<file path="src/rtl/btn_evt_pkg.sv">
// Shared definitions for the button event queue.
// Holds the button-count limit, the event word layout and the event kind encodings.
package btn_evt_pkg;

  localparam int unsigned NBTN_MAX = 16;
  localparam int unsigned EVT_W    = 5;

  localparam logic KIND_PRESS   = 1'b1;
  localparam logic KIND_RELEASE = 1'b0;

  // Event word layout: {kind, idx[3:0]}
  localparam int unsigned EVT_KIND_POS = 4;
  localparam int unsigned EVT_IDX_MSB  = 3;
  localparam int unsigned EVT_IDX_LSB  = 0;

  typedef struct packed {
    logic       kind;
    logic [3:0] idx;
  } evt_t;

endpackage

</file>
<file path="src/rtl/evt_fifo.sv">
// First-word-fall-through event FIFO.
// Ports:
//   CLK, nRST      clock, synchronous active-low reset
//   wr_en/wr_data  push request and data; a push while full is accepted only with a same-cycle pop
//   rd_en          pop request; ignored while empty
//   rd_data        head entry, 0 while empty
//   count          number of stored entries
//   full, empty    occupancy flags
module evt_fifo
  import btn_evt_pkg::*;
#(
  parameter int unsigned DEPTH = 8
) (
  input  logic                   CLK,
  input  logic                   nRST,
  input  logic                   wr_en,
  input  logic [EVT_W-1:0]       wr_data,
  input  logic                   rd_en,
  output logic [EVT_W-1:0]       rd_data,
  output logic [$clog2(DEPTH):0] count,
  output logic                   full,
  output logic                   empty
);

  localparam int unsigned AW = $clog2(DEPTH);

  logic [EVT_W-1:0] mem_q [DEPTH];
  logic [AW-1:0]    wptr_q, wptr_d;
  logic [AW-1:0]    rptr_q, rptr_d;
  logic [AW:0]      count_q, count_d;
  logic             do_wr, do_rd;

  assign full  = (count_q == (AW+1)'(DEPTH));
  assign empty = (count_q == '0);

  always_comb begin
    do_rd   = rd_en && !empty;
    // Full is writable only when the head leaves in the same cycle.
    do_wr   = wr_en && (!full || do_rd);
    wptr_d  = wptr_q;
    rptr_d  = rptr_q;
    count_d = count_q;
    // Pointers are power-of-two wide so increment wraps naturally.
    if (do_wr) wptr_d = wptr_q + 1'b1;
    if (do_rd) rptr_d = rptr_q + 1'b1;
    if (do_wr && !do_rd) count_d = count_q + 1'b1;
    else if (do_rd && !do_wr) count_d = count_q - 1'b1;
  end

  always_ff @(posedge CLK) begin
    if (!nRST) begin
      wptr_q  <= '0;
      rptr_q  <= '0;
      count_q <= '0;
    end else begin
      wptr_q  <= wptr_d;
      rptr_q  <= rptr_d;
      count_q <= count_d;
    end
  end

  // Storage is not reset; empty gating hides stale contents.
  always_ff @(posedge CLK) begin
    if (do_wr) mem_q[wptr_q] <= wr_data;
  end

  assign rd_data = empty ? '0 : mem_q[rptr_q];
  assign count   = count_q;

endmodule

</file>
<file path="src/rtl/btn_event_queue.sv">
// Button event queue: captures one-cycle press/release pulses into pending registers,
// arbitrates one event per cycle (presses first, lowest index first) and queues them
// for software in a first-word-fall-through FIFO.
// Ports:
//   CLK, nRST        clock, synchronous active-low reset
//   BOUTN, BOUTP     press / release pulses, one bit per button
//   evt_pop          consume head event (ignored when empty)
//   ovf_clr          clear the sticky overflow flag
//   evt_valid        queue non-empty
//   evt_data         head event {kind, idx}, 0 when empty
//   evt_count        number of queued events
//   overflow         sticky, set when an event is dropped
module btn_event_queue
  import btn_evt_pkg::*;
#(
  parameter int unsigned NBTN  = 11,  // at most NBTN_MAX
  parameter int unsigned DEPTH = 8    // power of two, at least 2
) (
  input  logic                   CLK,
  input  logic                   nRST,
  input  logic [NBTN-1:0]        BOUTN,
  input  logic [NBTN-1:0]        BOUTP,
  input  logic                   evt_pop,
  input  logic                   ovf_clr,
  output logic                   evt_valid,
  output logic [EVT_W-1:0]       evt_data,
  output logic [$clog2(DEPTH):0] evt_count,
  output logic                   overflow
);

  logic [NBTN-1:0] pend_n_q, pend_n_d;
  logic [NBTN-1:0] pend_p_q, pend_p_d;
  logic [NBTN-1:0] grant_n, grant_p;
  logic            gnt_valid;
  evt_t            gnt_evt;
  logic            fifo_wr, fifo_full, fifo_empty, drop;
  logic            ovf_q, ovf_d;

  // Priority arbiter: any pending press beats every pending release.
  always_comb begin
    grant_n   = '0;
    grant_p   = '0;
    gnt_valid = 1'b0;
    gnt_evt   = '0;
    for (int i = 0; i < int'(NBTN); i++) begin
      if (pend_n_q[i] && !gnt_valid) begin
        gnt_valid    = 1'b1;
        grant_n[i]   = 1'b1;
        gnt_evt.kind = KIND_PRESS;
        gnt_evt.idx  = 4'(i);
      end
    end
    for (int i = 0; i < int'(NBTN); i++) begin
      if (pend_p_q[i] && !gnt_valid) begin
        gnt_valid    = 1'b1;
        grant_p[i]   = 1'b1;
        gnt_evt.kind = KIND_RELEASE;
        gnt_evt.idx  = 4'(i);
      end
    end
  end

  always_comb begin
    // Granted bit clears whether or not the FIFO accepted it; new pulses merge.
    pend_n_d = (pend_n_q & ~grant_n) | BOUTN;
    pend_p_d = (pend_p_q & ~grant_p) | BOUTP;
    // At full, a same-cycle pop frees the slot (evt_pop at full implies valid).
    fifo_wr  = gnt_valid && (!fifo_full || evt_pop);
    drop     = gnt_valid && !fifo_wr;
    ovf_d    = ovf_q;
    if (drop) ovf_d = 1'b1;
    else if (ovf_clr) ovf_d = 1'b0;
  end

  always_ff @(posedge CLK) begin
    if (!nRST) begin
      pend_n_q <= '0;
      pend_p_q <= '0;
      ovf_q    <= 1'b0;
    end else begin
      pend_n_q <= pend_n_d;
      pend_p_q <= pend_p_d;
      ovf_q    <= ovf_d;
    end
  end

  evt_fifo #(
    .DEPTH (DEPTH)
  ) u_evt_fifo (
    .CLK     (CLK),
    .nRST    (nRST),
    .wr_en   (fifo_wr),
    .wr_data (gnt_evt),
    .rd_en   (evt_pop),
    .rd_data (evt_data),
    .count   (evt_count),
    .full    (fifo_full),
    .empty   (fifo_empty)
  );

  assign evt_valid = !fifo_empty;
  assign overflow  = ovf_q;

endmodule

</file>
<file path="config.mk">
export PLATFORM = sky130hd
export DESIGN_NAME = btn_event_queue
export DESIGN_NICKNAME = d
export VERILOG_FILES = /design/src/rtl/btn_evt_pkg.sv /design/src/rtl/evt_fifo.sv /design/src/rtl/btn_event_queue.sv
export SDC_FILE = /design/constraint.sdc
export NUM_CORES = 1
export LEC_CHECK = 0
export CELL_PAD_IN_SITES_DETAIL_PLACEMENT = 0
export CELL_PAD_IN_SITES_GLOBAL_PLACEMENT = 1
export CORE_UTILIZATION = 48
export DETAILED_ROUTE_END_ITERATION = 16
export HOLD_SLACK_MARGIN = 0.06
export PLACE_DENSITY = 0.92
export SLEW_MARGIN = 15
export SYNTH_ARGS = -nofsm -noshare
export SYNTH_HDL_FRONTEND = slang
export SYNTH_SLANG_ARGS = --single-unit
</file>
<file path="constraint.sdc">
create_clock -name CLK -period 6.85 [get_ports CLK]
set_input_delay 0.685 -clock CLK [delete_from_list [all_inputs] [get_ports CLK]]
set_output_delay 0.685 -clock CLK [all_outputs]
set_load 0.02 [all_outputs]
</file>
# Word level (Yosys, flattened, before mapping)
# Memory sizes are Yosys's and may differ from the RTL's. A register that Yosys moved wholly into a read port is not among the register bits.
# Index checks and enable logic that the tools add are counted.
dict set report op_classes {
  eq_ne 1
  reduce_logical 58
  mux 74
  n_bitwise 6
  add_sub_neg 4
}
# operator n
set ops {}
lappend ops {{$mux 5} 23}
lappend ops {{$mux 1} 47}
lappend ops {{$logic_and 1x1->1} 27}
lappend ops {{$logic_not 1->1} 26}
lappend ops {{$and 11x11->11} 2}
lappend ops {{$not 11->11} 2}
lappend ops {{$or 11x11->11} 2}
lappend ops {{$mux 4} 2}
lappend ops {{$add 3x1->3 const B} 2}
lappend ops {{$mux 3} 2}
lappend ops {{$add 4x1->4 const B} 1}
lappend ops {{$eq 4x4->1 const B} 1}
lappend ops {{$logic_not 4->1} 1}
lappend ops {{$reduce_bool 2->1} 2}
lappend ops {{$sub 4x1->4 const B} 1}
lappend ops {{$logic_or 1x1->1} 2}
dict set report word_totals {
  inputBits 26
  memories 1
  output_inout_bits 11
  wordCells 150
  reg_bits 33
  ramBits 40
}
# name depth width rd rd_ports_with_merged_regs write_ports line_no
set mem_list {}
lappend mem_list {u_evt_fifo.mem_q 8 5 1 1 1 evt_fifo.sv:27} ;# logic [EVT_W-1:0] mem_q [DEPTH];

# Depth between registers and ports, before layout
dict set report logic_depth {
  depth_word 70
  depth_mapped 13
  depth_no_buf 12
}

# Modules after synthesis
# A second synthesis with hierarchy kept.
dict set report unflattened {
  hier_cells 262
  area_unflattened_um2 3281.9
}
# module seq_area_each_um2 instances area_per_inst_um2 cells_per_inst
set by_module_without_submodules {}
lappend by_module_without_submodules {evt_fifo 1461.4 1 2195.9 136}
lappend by_module_without_submodules {btn_event_queue 460.4 1 1086.0 126}

# Worst setup path after synthesis
# No wires, ideal clock.
dict set report synth_path {
  path_kind {flip-flop to flip-flop}
  startpoint {register pend_p_q[1]}
  endpoint {register u_evt_fifo.count_q[3] (netlist: u_evt_fifo.count[3])}
  setup_slack_ps 4087
  setup_ps 70
  n_path_buf 1
  required_time_ps 6780
  arrival_ps 2693
  path_stages_with_launch 14
  cell_sequence {dfxtp_1 > or4_4 > nor4_2 > a21o_1 > buf_4 > inv_2 > ha_1 > inv_1 > ha_1 > a21o_1 > a21oi_1 > xnor2_1 > or3_1 > a21boi_1}
}
dict set report synth_via {
  elab_chain_len 34
  word_cells_on_any_way 36
}
# element line_no
set synth_lines {}
lappend synth_lines {{start, declared} btn_event_queue.sv:32} ;# logic [NBTN-1:0] pend_p_q, pend_p_d;
lappend synth_lines {{start signal, assigned} btn_event_queue.sv:82} ;# pend_p_q <= pend_p_d;
lappend synth_lines {{$logic_and 1x1->1 *} btn_event_queue.sv:54} ;# if (pend_p_q[i] && !gnt_valid) begin
lappend synth_lines {{$mux 1 *} btn_event_queue.sv:54}
lappend synth_lines {{$logic_not 1->1} btn_event_queue.sv:54}
lappend synth_lines {{$logic_and 1x1->1} btn_event_queue.sv:54}
lappend synth_lines {{$mux 1 *} btn_event_queue.sv:54}
lappend synth_lines {{$logic_not 1->1} btn_event_queue.sv:54}
lappend synth_lines {{$logic_and 1x1->1} btn_event_queue.sv:54}
lappend synth_lines {{$mux 1 *} btn_event_queue.sv:54}
lappend synth_lines {{[... 19 more ...]} -}
lappend synth_lines {{$logic_and 1x1->1} btn_event_queue.sv:54}
lappend synth_lines {{$mux 1 *} btn_event_queue.sv:54}
lappend synth_lines {{$logic_and 1x1->1 *} btn_event_queue.sv:68} ;# fifo_wr = gnt_valid && (!fifo_full || evt_pop);
lappend synth_lines {{$logic_and 1x1->1 *} evt_fifo.sv:39} ;# do_wr = wr_en && (!full || do_rd);
lappend synth_lines {{named net u_evt_fifo.do_wr} evt_fifo.sv:31} ;# logic do_wr, do_rd;
lappend synth_lines {{$logic_not 1->1} evt_fifo.sv:47} ;# else if (do_rd && !do_wr) count_d = count_q - 1'b1;
lappend synth_lines {{$logic_and 1x1->1} evt_fifo.sv:47}
lappend synth_lines {{$reduce_bool 2->1 (no source line)} -}
lappend synth_lines {{end signal, assigned} evt_fifo.sv:58} ;# count_q <= count_d;
lappend synth_lines {{end, declared} evt_fifo.sv:30} ;# logic [AW:0] count_q, count_d;
# Mark *: on every way through the listed nets, which the timed path passes. The rest lies on a longest branch.
# A chain may end at the register's enable or synchronous reset.

==> metrics.txt <==
setup bufs post-CTS=0; Global Route Usage Sum=19.0%; # setup viols final=0; I/O pin count=37; Most used DFF post-synth=edfxtp_1; CP cell instances=mux4_2 > mux2i_1 > nor2_1 > clkdlybuf4s50_1; vias per cell=5.53; Clk Latency, worst-skew pair=350 ps; peak supply drop=0.122 mV; core area=6490 µm²; Routed WL=6220 µm; logic gate share of total power=27.7%; Seq pwr share=44.7%; sequential-to-total area share from yosys stat=58.4%; syn_area_per_cell=12.1 µm²; full die area=7190 µm²; CTS root buf=clkbuf_8; highest-count cells in the layout ignoring fill and taps=edfxtp_1 (40), dfxtp_1 (36), clkdlybuf4s50_1 (35); EDFF count, synth=40; Slew HR=36.3%; cells after synthesis=272; Critical Path Slowest Stage Cell=dfxtp_1; layout cells sized above 1=12.3%; Sw Ratio=29.7%; Chip Width=84.8 µm; vias in the first global route=2,124; Hold-fix buffers, CTS=0; Worst path max stage delay=740 ps; Initial DRC Count=161; Hold Path Cell Cnt=2; initial antenna violation count=0; DRC Markers=0; setup repair after global routing missed its margin=no; Worst R2R Path Depth=12; critical path startpoint category=flip-flop; Post-Route Utilization=60.9%; final worst-path cycle share=46.5%; antenna diode count=0; multi-input logic area=1280 µm²; R2R Path Start=pend_p_q[1]; DP HPWL=4410 µm; # rows=29; clk buf depth=2; Yosys warning count=0; max-slew violation count=0; TritonRoute pass-1 iters=4; clock skew=8.65 ps; R2R Setup Slk=3810 ps; CP endpoint kind=output pin; cts repair resizes=0; Tmin final=3180 ps; worst slew pin tran=949 ps; outcome=finished clean; initial core utilization=50.7%; fmax=314 MHz; Power Density=345 nW/µm²; Register Area=1920 µm²; Hold Crit Start=pend_p_q[8]; Net Sw Power=0.405 mW; Leak=1.40 nW; Synth Cell Area=3290 µm²; pin count of the biggest net entering global routing=38; Pint=0.959 mW; Final Hold Viols=0; TritonCTS clock tree=done; Sink Count=76; Tightest Hold Check Type=reg -> reg; total negative setup slack=0 ps; Seq cells post-synth=76; Setup Crit Path Kind=reg -> out; CTS clock-pin slew for the worst setup and hold paths=80 ps; Die H=84.8 µm; first-pass GRT wire length=10,200 µm; Critical Path RT=6160 ps; Syn Nets=304; critical path data arrival time=2500 ps; Worst Hold Path EP=pend_p_q[8]; post-layout net count=345; vias=2,186; gr ovfl total=0; post-route antenna net violation count=0; Filler cells=538; Yosys cell types=47; commonest non-fill, non-tap cell in the layout=edfxtp_1; RePlAce Congestion=0.804; Async S/R FF share, synth=0%; CTS H-Tree Depth=3; Area Growth Syn to Fin=20.1%; number of port buffers=36; Clock power frac=27.7%; TritonCTS buffer count=9; Max-Cap Viols=0; DR WL/cell=15.7 µm; R2R Path End=u_evt_fifo.count[3]; Crit Path Max Fanout=10
[sequential cells by signal, indices dropped and copies added (netlist names), named ones only]
signal and cells:
u_evt_fifo.mem_q 40, overflow 1, pend_p_q 11, pend_n_q 11, u_evt_fifo.rptr_q 3, u_evt_fifo.count 4
u_evt_fifo.wptr_q 3
[power by group through the flow]
stage	logic (mW)	registers [mW]	clock network, mW
6_report	0.377	0.609	0.377
5_1_grt	0.410	0.620	0.405
4_1_cts	0.383	0.611	0.384
3_5_place_dp	0.381	0.621	0
3_3_place_gp	0.371	0.618	0
2_1_floorplan	0.260	0.597	0
[per-layer routing]
metal / track usage, % / routed length [µm] / up-vias
met4: 10.3 / 133 / 0
met2: 31.3 / 3050 / 52
met1: 24.2 / 2790 / 1040
met5: 0 / 0 / -
met3: 3.21 / 248 / 12
li1: - / - / 1082
[worst max-delay path: cells and delay by family, from the launching register on]
family                 cells  cell delay (ps)
multiplexers               2              770
AND/OR/NAND/NOR            1               60
buffers and inverters      1              560
flip-flops                 1              740
[Yosys cell counts, types with 3 or more instances]
cell | instances | area (µm²)
nand2_1 | 15 | 56.3
o21ai_0 | 8 | 40.0
mux4_2 | 10 | 225
nand3_1 | 4 | 20.0
a21boi_1 | 4 | 30.0
dfxtp_1 | 36 | 721
ha_1 | 5 | 62.6
o21a_1 | 5 | 37.5
inv_1 | 11 | 41.3
o21ai_1 | 4 | 20.0
a21o_1 | 3 | 22.5
and2_1 | 8 | 50.1
edfxtp_1 | 40 | 1200
nor2_1 | 20 | 75.1
mux2i_1 | 7 | 70.1
or3_1 | 4 | 25.0
clkbuf_1 | 6 | 22.5
nor2b_1 | 13 | 81.3
nor3_1 | 5 | 25.0
nor4_1 | 4 | 25.0
a21oi_1 | 20 | 100
xnor2_1 | 6 | 52.6
[worst max path at each step]
stage	slack [ps]	endpoint	start
global placement	3480	u_evt_fifo.count[3]	evt_pop
global route	3510	evt_data[4]	flip-flop
floorplan	4090	u_evt_fifo.count[3]	pend_p_q[1]
detailed placement	3350	u_evt_fifo.count[3]	evt_pop
CTS	3580	evt_data[4]	flip-flop
finish	3670	evt_data[4]	flip-flop
[kinds of logic after synthesis]
logic type                 after synthesis  share of synthesized area, %
muxes                                   17                          8.97
and+or+nand+nor                         91                          15.7
DFF                                     76                          58.4
AOI/OAI and AO/OA                       54                          10.2
adders and majority gates                6                          2.51
xor gates and xnor gates                 6                          1.60
buffers and inverters                   22                          2.66
[cell type report]
type	instances	share of cell area, %
Inverter	13	1.23
Clock inverter	4	1.27
Timing Repair Buffer	39	9.55
Tap cell	77	2.44
Clock buffer	12	4.49
Multi-Input combinational cell	174	32.4
Sequential cell	76	48.6
[per-stage QoR]
| step | area [µm²] | worst slack (ps) | hold slack [ps] | total power, mW | instances |
|---|---|---|---|---|---|
| floorplan | 3290 | 4090 | 450 | 0.858 | 272 |
| global placement | 3730 | 3480 | 465 | 0.989 | 379 |
| detailed placement | 3730 | 3350 | 479 | 1.00 | 379 |
| CTS | 3960 | 3580 | 492 | 1.38 | 395 |
| global route | 3960 | 3510 | 511 | 1.44 | 395 |
| finish | 3960 | 3670 | 489 | 1.36 | 395 |
No activity file was read; power rests on OpenSTA's default activity.
==> patch 1, RTL diff (config.mk and constraints unchanged) <==
Make the reset (`nRST`) asynchronous in 2 clocked blocks. Comments in the files are not updated.
--- a/src/rtl/evt_fifo.sv
+++ b/src/rtl/evt_fifo.sv
@@ -49,3 +49,3 @@
 
-  always_ff @(posedge CLK) begin
+  always_ff @(posedge CLK or negedge nRST) begin
     if (!nRST) begin
--- a/src/rtl/btn_event_queue.sv
+++ b/src/rtl/btn_event_queue.sv
@@ -74,3 +74,3 @@
 
-  always_ff @(posedge CLK) begin
+  always_ff @(posedge CLK or negedge nRST) begin
     if (!nRST) begin
Behaviour: differs if nRST is asserted again (counterexample within 4 cycles, from zero or initial values and one cycle with nRST low); with nRST held inactive, the same outputs for 4 cycles.
==> patch 1 against the unedited design <==
  * Non-clock buffer count fell by 1
  * Fmax down 0.55%
  * Via count fell by 7.3%
  * Power increased by 2.4%
  * Critical path depth stayed put
  * Wire length is 8.9% lower
  * Synthesized cell count is 14% lower
  * Design area decreased by 1.3%
  * Sequential cell count down 3
  * Sequential share of layout area grew 3.3 points
  * Synthesized area decreased by 0.19%
  * Worst setup slack got worse by 18 ps
  * Clock skew is 4.0 ps lower
  * Largest power group unchanged
==> patch 1: results (changes against the unedited design) <==
* Outcome: finished clean
* Placed insts at 342 (-9.8%)
* Post-synthesis compound-gate area fraction at 0.08873 (-0.01313)
* CP arrival at 2520 ps (+20 ps)
* Critical path's largest stage delay at 810 ps (+70 ps)
* Slowest cell on crit path: dfrtp_1
* Leak at 1.364 nW (-2.4%)
* Worst vdd ir at 0.0001164 V (-4.6%)
* Post-route insts no fill at 358 (-9.4%)
* Mean routed wirelength per cell at 15.84 um (+0.54%)
* First-pass GRT wire length at 9880 um (-3.6%)
* CTS Root Cell: clkbuf_8
* Number of global-route vias before repair at 2070 (-2.5%)
* DPL Wire Length at 4124 um (-6.5%)
* Vias per cell at 5.659 (+2.3%)
* R2R setup slack at 3790 ps (-20 ps)
* TritonRoute pass-1 iters at 12 (+8)
* Synth async-reset ratio at 0.4521 (+0.4521)
* Synth cell count leaders: 40 x edfxtp_1, 33 x dfrtp_1, 21 x nor2_1, 11 x a21o_1, 10 x mux4_2
* Post-synthesis mux area share at 0.09711 (+0.007406)
* CP top delay family: flip-flops
* RePlAce Congestion at 0.7267 (-9.6%)
* Share of the yosys chip area belonging to registers at 0.6169 (+0.03310)
* Critical Path Fanout Max at 12 (+2)
* Hold WS at 536.9 ps (+47.50 ps)
* Synth cell types at 51 (+8.5%)
* Worst Clk Skew at 4.605 ps (-4.042 ps)
* Pin count of the biggest net entering global routing at 34 (-11%)
* Fin nets at 308 (-11%)
* Gate Count Post-Synth at 234 (-14%)
* Slew HR at 0.2446 (-0.1181)
* GRT Overall Usage at 0.1803 (-0.01002)
* Drt initial violations at 96 (-40%)
patch 1: cell count changes in the layout (fill, tap and decap cells not counted), moves of 7 or more:
| cell | before | now |
|---|---|---|
| nand2_1 | 15 | 8 |
| a21o_1 | 3 | 11 |
| dfrtp_1 | 0 | 33 |
| and2_1 | 8 | 1 |
| a21oi_1 | 20 | 6 |
| dfxtp_1 | 36 | 0 |
| nor2b_1 | 13 | 1 |
patch 1: cells by family (layout without fill, tap and decap cells):
family,count (synthesis),after routing
flip-flops,73,73
AND/OR/NAND/NOR,72,72
AO/OA/AOI/OAI,41,41
multiplexers,19,19
buffers and inverters,16,63
XOR/XNOR,7,7
adder cells (fa/ha/maj),6,6
patch 1: cell type report:
cell class / count / area, sq um
clock buffers: 9 / 123.9
flip-flops and latches: 73 / 2027
clock inverters: 7 / 55.05
repair buffers: 38 / 375.4
well taps: 77 / 96.34
inverters: 9 / 33.78
fillers: 525 / 2590
multi-input cells: 145 / 1194
patch 1: final timing paths:
| path | startpoint | to | cells past startpoint |
|---|---|---|---|
| hold / removal | overflow | overflow | 2 |
| setup / recovery | u_evt_fifo.rptr_q[0] | evt_data[4] | 4 |
| hold reg to reg | overflow | overflow | 2 |
| min in group asynchronous | nRST | u_evt_fifo.rptr_q[2] | 2 |
| setup reg to reg | pend_n_q[0] | u_evt_fifo.count[3] | 11 |
| max in group asynchronous | nRST | u_evt_fifo.wptr_q[1] | 2 |
patch 1: per-layer routing:
layer	GRT usage	part of all wire	vias up
met4	0.07858	0.015	0
met5	0	0	-
met1	0.2324	0.45	990
met2	0.2971	0.49	50
li1	-	-	977
met3	0.03835	0.037	9
patch 1: worst min-delay path, cell delays in order (launching register included):
cell and delay [ps]:
dfrtp_1 390, inv_1 50, o22ai_1 60
patch 1: metrics by stage:
step,setup slack [ps],area (sq um)
floorplan,4174,3286
global placement,3861,3726
detailed placement,3740,3726
CTS,3599,3905
global route,3462,3905
finish,3650,3905
patch 1: power by group through the flow:
stage	registers [mW]	logic (mW)	clock network [mW]
detailed placement	0.673	0.437	0
finish	0.662	0.432	0.303
global route	0.680	0.478	0.328
global placement	0.665	0.428	0
floorplan	0.622	0.327	0
CTS	0.663	0.438	0.309
==> patch 2, RTL diff (same settings) <==
Without the edit above. Set the parameter `NBTN` to 10 (it was 11).
--- a/src/rtl/btn_event_queue.sv
+++ b/src/rtl/btn_event_queue.sv
@@ -15,3 +15,3 @@
 #(
-  parameter int unsigned NBTN  = 11,  // at most NBTN_MAX
+  parameter int unsigned NBTN  = 10,  // at most NBTN_MAX
   parameter int unsigned DEPTH = 8    // power of two, at least 2
Interface: changed (resized BOUTN and BOUTP); port bits go from 37 to 35. The function was not compared with the original's and may differ.
==> patch 2 against the unedited design <==
  * Final cell count is 7.1% lower
  * Count of clock-buffer cells in the layout is the same
  * Worst setup slack better by 38 ps
  * Synthesized area is 1.9% lower
  * Wire length is 3.8% lower
  * Global-route usage down 0.40 points
  * Design area shrank 2.1%
  * Sequential cell count shrank 2
  * The flow now finishes with violations (DRC)
  * Power up 0.78%
==> patch 2: results (changes against the unedited design) <==
* Outcome: finished with violations
* Violated checks: DRC
* CP arrival at 2460 ps (-40 ps)
* Maximum buffer depth of the clock tree at 2 (unchanged)
* Critical path's largest stage delay at 760 ps (+20 ps)
* CTS Root Cell: clkbuf_8
* P_comb at 369 uW (-2%)
* Placed inst area at 3615 sq um (-3.2%)
* GRT Overall Usage at 0.1863 (-0.003993)
* Cts bufs inserted at 9 (unchanged)
* Placed insts at 351 (-7.4%)
* Leak at 1.377 nW (-1.5%)
* TritonRoute pass-1 iters at 10 (+6)
* Worst r2r path cells at 10 (-2)
* Hold WS at 483.0 ps (-6.467 ps)
* Worst Clk Skew at 9.805 ps (+1.157 ps)
* R2R setup slack at 3810 ps (about the same)
* Setup violations, final at 0 (unchanged)
* Slowest cell on crit path: dfxtp_1
* Switching Share at 0.2895 (-0.007683)
* FF-to-FF Start: pend_p_q[1]
* Resized Gates After CTS at 0 (unchanged)
* Share of the yosys chip area belonging to registers at 0.5825 (-0.001314)
* Post-route insts no fill at 367 (-7.1%)
* Fin nets at 315 (-8.7%)
* RePlAce Congestion at 0.7618 (-5.3%)
* Most used DFF post-synth: edfxtp_1
* Mean area per synthesized cell at 12.87 sq um (+6.3%)
* DPL Wire Length at 4382 um (-0.71%)
* Top Registers: u_evt_fifo.mem_q x40, pend_n_q x10, pend_p_q x10
* Reg-to-reg endpoint: u_evt_fifo.count[3]
* IO Port Bufs at 34 (-5.6%)
* Initial antenna violation count at 0 (unchanged)
* Clk_lat worst skew at 340 ps
* First-pass GRT wire length at 9984 um (-2.6%)
* Clock transition at path regs at around 70 ps
* Pint at 976.7 uW (+1.9%)
* EDFF count, synth at 40 (unchanged)
* Share of power burned in registers at 0.430 (-0.017)
* Vias per cell at 5.559 (+0.44%)
* Slew HR at 0.3492 (-0.01350)
* Fraction of layout cells with a size suffix above 1 at 0.1138 (-0.008848)
* DRC Markers at 1 (+1)
* Hold crit path type: reg2reg
* Drt initial violations at 109 (-32%)
* Synth Net Count at 281 (-7.6%)
* Hold_sp: u_evt_fifo.rptr_q[1]
* Number of global-route vias before repair at 2089 (-1.6%)
* Worst vdd ir at 0.0001460 V (+20%)
* Synth cell types at 53 (+13%)
* Ranking of synthesized cells by area: edfxtp_1 37%, dfxtp_1 21%, mux4_2 7.0%, o21a_1 3.7%, mux2i_1 3.4%
* Synth cell count leaders: 40 x edfxtp_1, 34 x dfxtp_1, 20 x nor2_1, 16 x o21a_1
* Postcts setup bufs at 0 (unchanged)
* CP top delay family: flip-flops
* Synth async-reset ratio at 0 (unchanged)
* Mean routed wirelength per cell at 16.31 um (+3.5%)
* Critical Path Fanout Max at 10 (unchanged)
* # diodes at 0 (unchanged)
* Pre-CTS WS at 3477 ps (+126.9 ps)
==> patch 2: changes by cell type after synthesis, sizes merged, moves of 5 or more <==
cell,delta
a21oi,-9
o21a,+11
nor2b,-5
inv,-6
o21ai,-8
==> patch 2: final cells by class <==
cell class	count	area, sq um
timing repair buffer	34	335.3
inverter	7	26.28
fill	537	2551
sequential	74	1882
tap	77	96.34
multi-input combinational	159	1276
clock buffer	12	177.7
clock inverter	4	77.57
==> patch 2: logic make-up after synthesis <==
| kind of cell | after synthesis | synth area share |
|---|---|---|
| DFF | 74 | 0.5825 |
| and+or+nand+nor | 79 | 0.1468 |
| xor gates and xnor gates | 4 | 0.01084 |
| AOI/OAI and AO/OA | 49 | 0.1061 |
| buffers and inverters | 18 | 0.02439 |
| adders and majority gates | 6 | 0.02556 |
| muxes | 21 | 0.1038 |
==> patch 2: worst reg2reg max path: stages, from the launching register on <==
cell	delay, ps
dfxtp_1	390
nor4_1	540
and4b_1	350
a21oi_1	250
ha_1	290
inv_1	130
ha_1	250
a21o_1	180
a21oi_1	160
mux2i_1	230
mux2i_1	200
==> patch 2: worst max-delay path by stage <==
stage                   startpoint                   to  slack, ps
3_3_place_gp               evt_pop  u_evt_fifo.count[3]       3560
4_1_cts                   register          evt_data[4]       3620
3_5_place_dp               evt_pop  u_evt_fifo.count[3]       3480
6_report                  register          evt_data[4]       3710
5_1_grt                   register          evt_data[3]       3500
2_1_floorplan  u_evt_fifo.count[1]  u_evt_fifo.count[3]       4190
==> patch 2: routing by layer <==
layer  track usage  wire (um)
met3       0.03660        204
met5             0          0
met4       0.07524         90
met1        0.2291       2694
met2        0.3219       2995
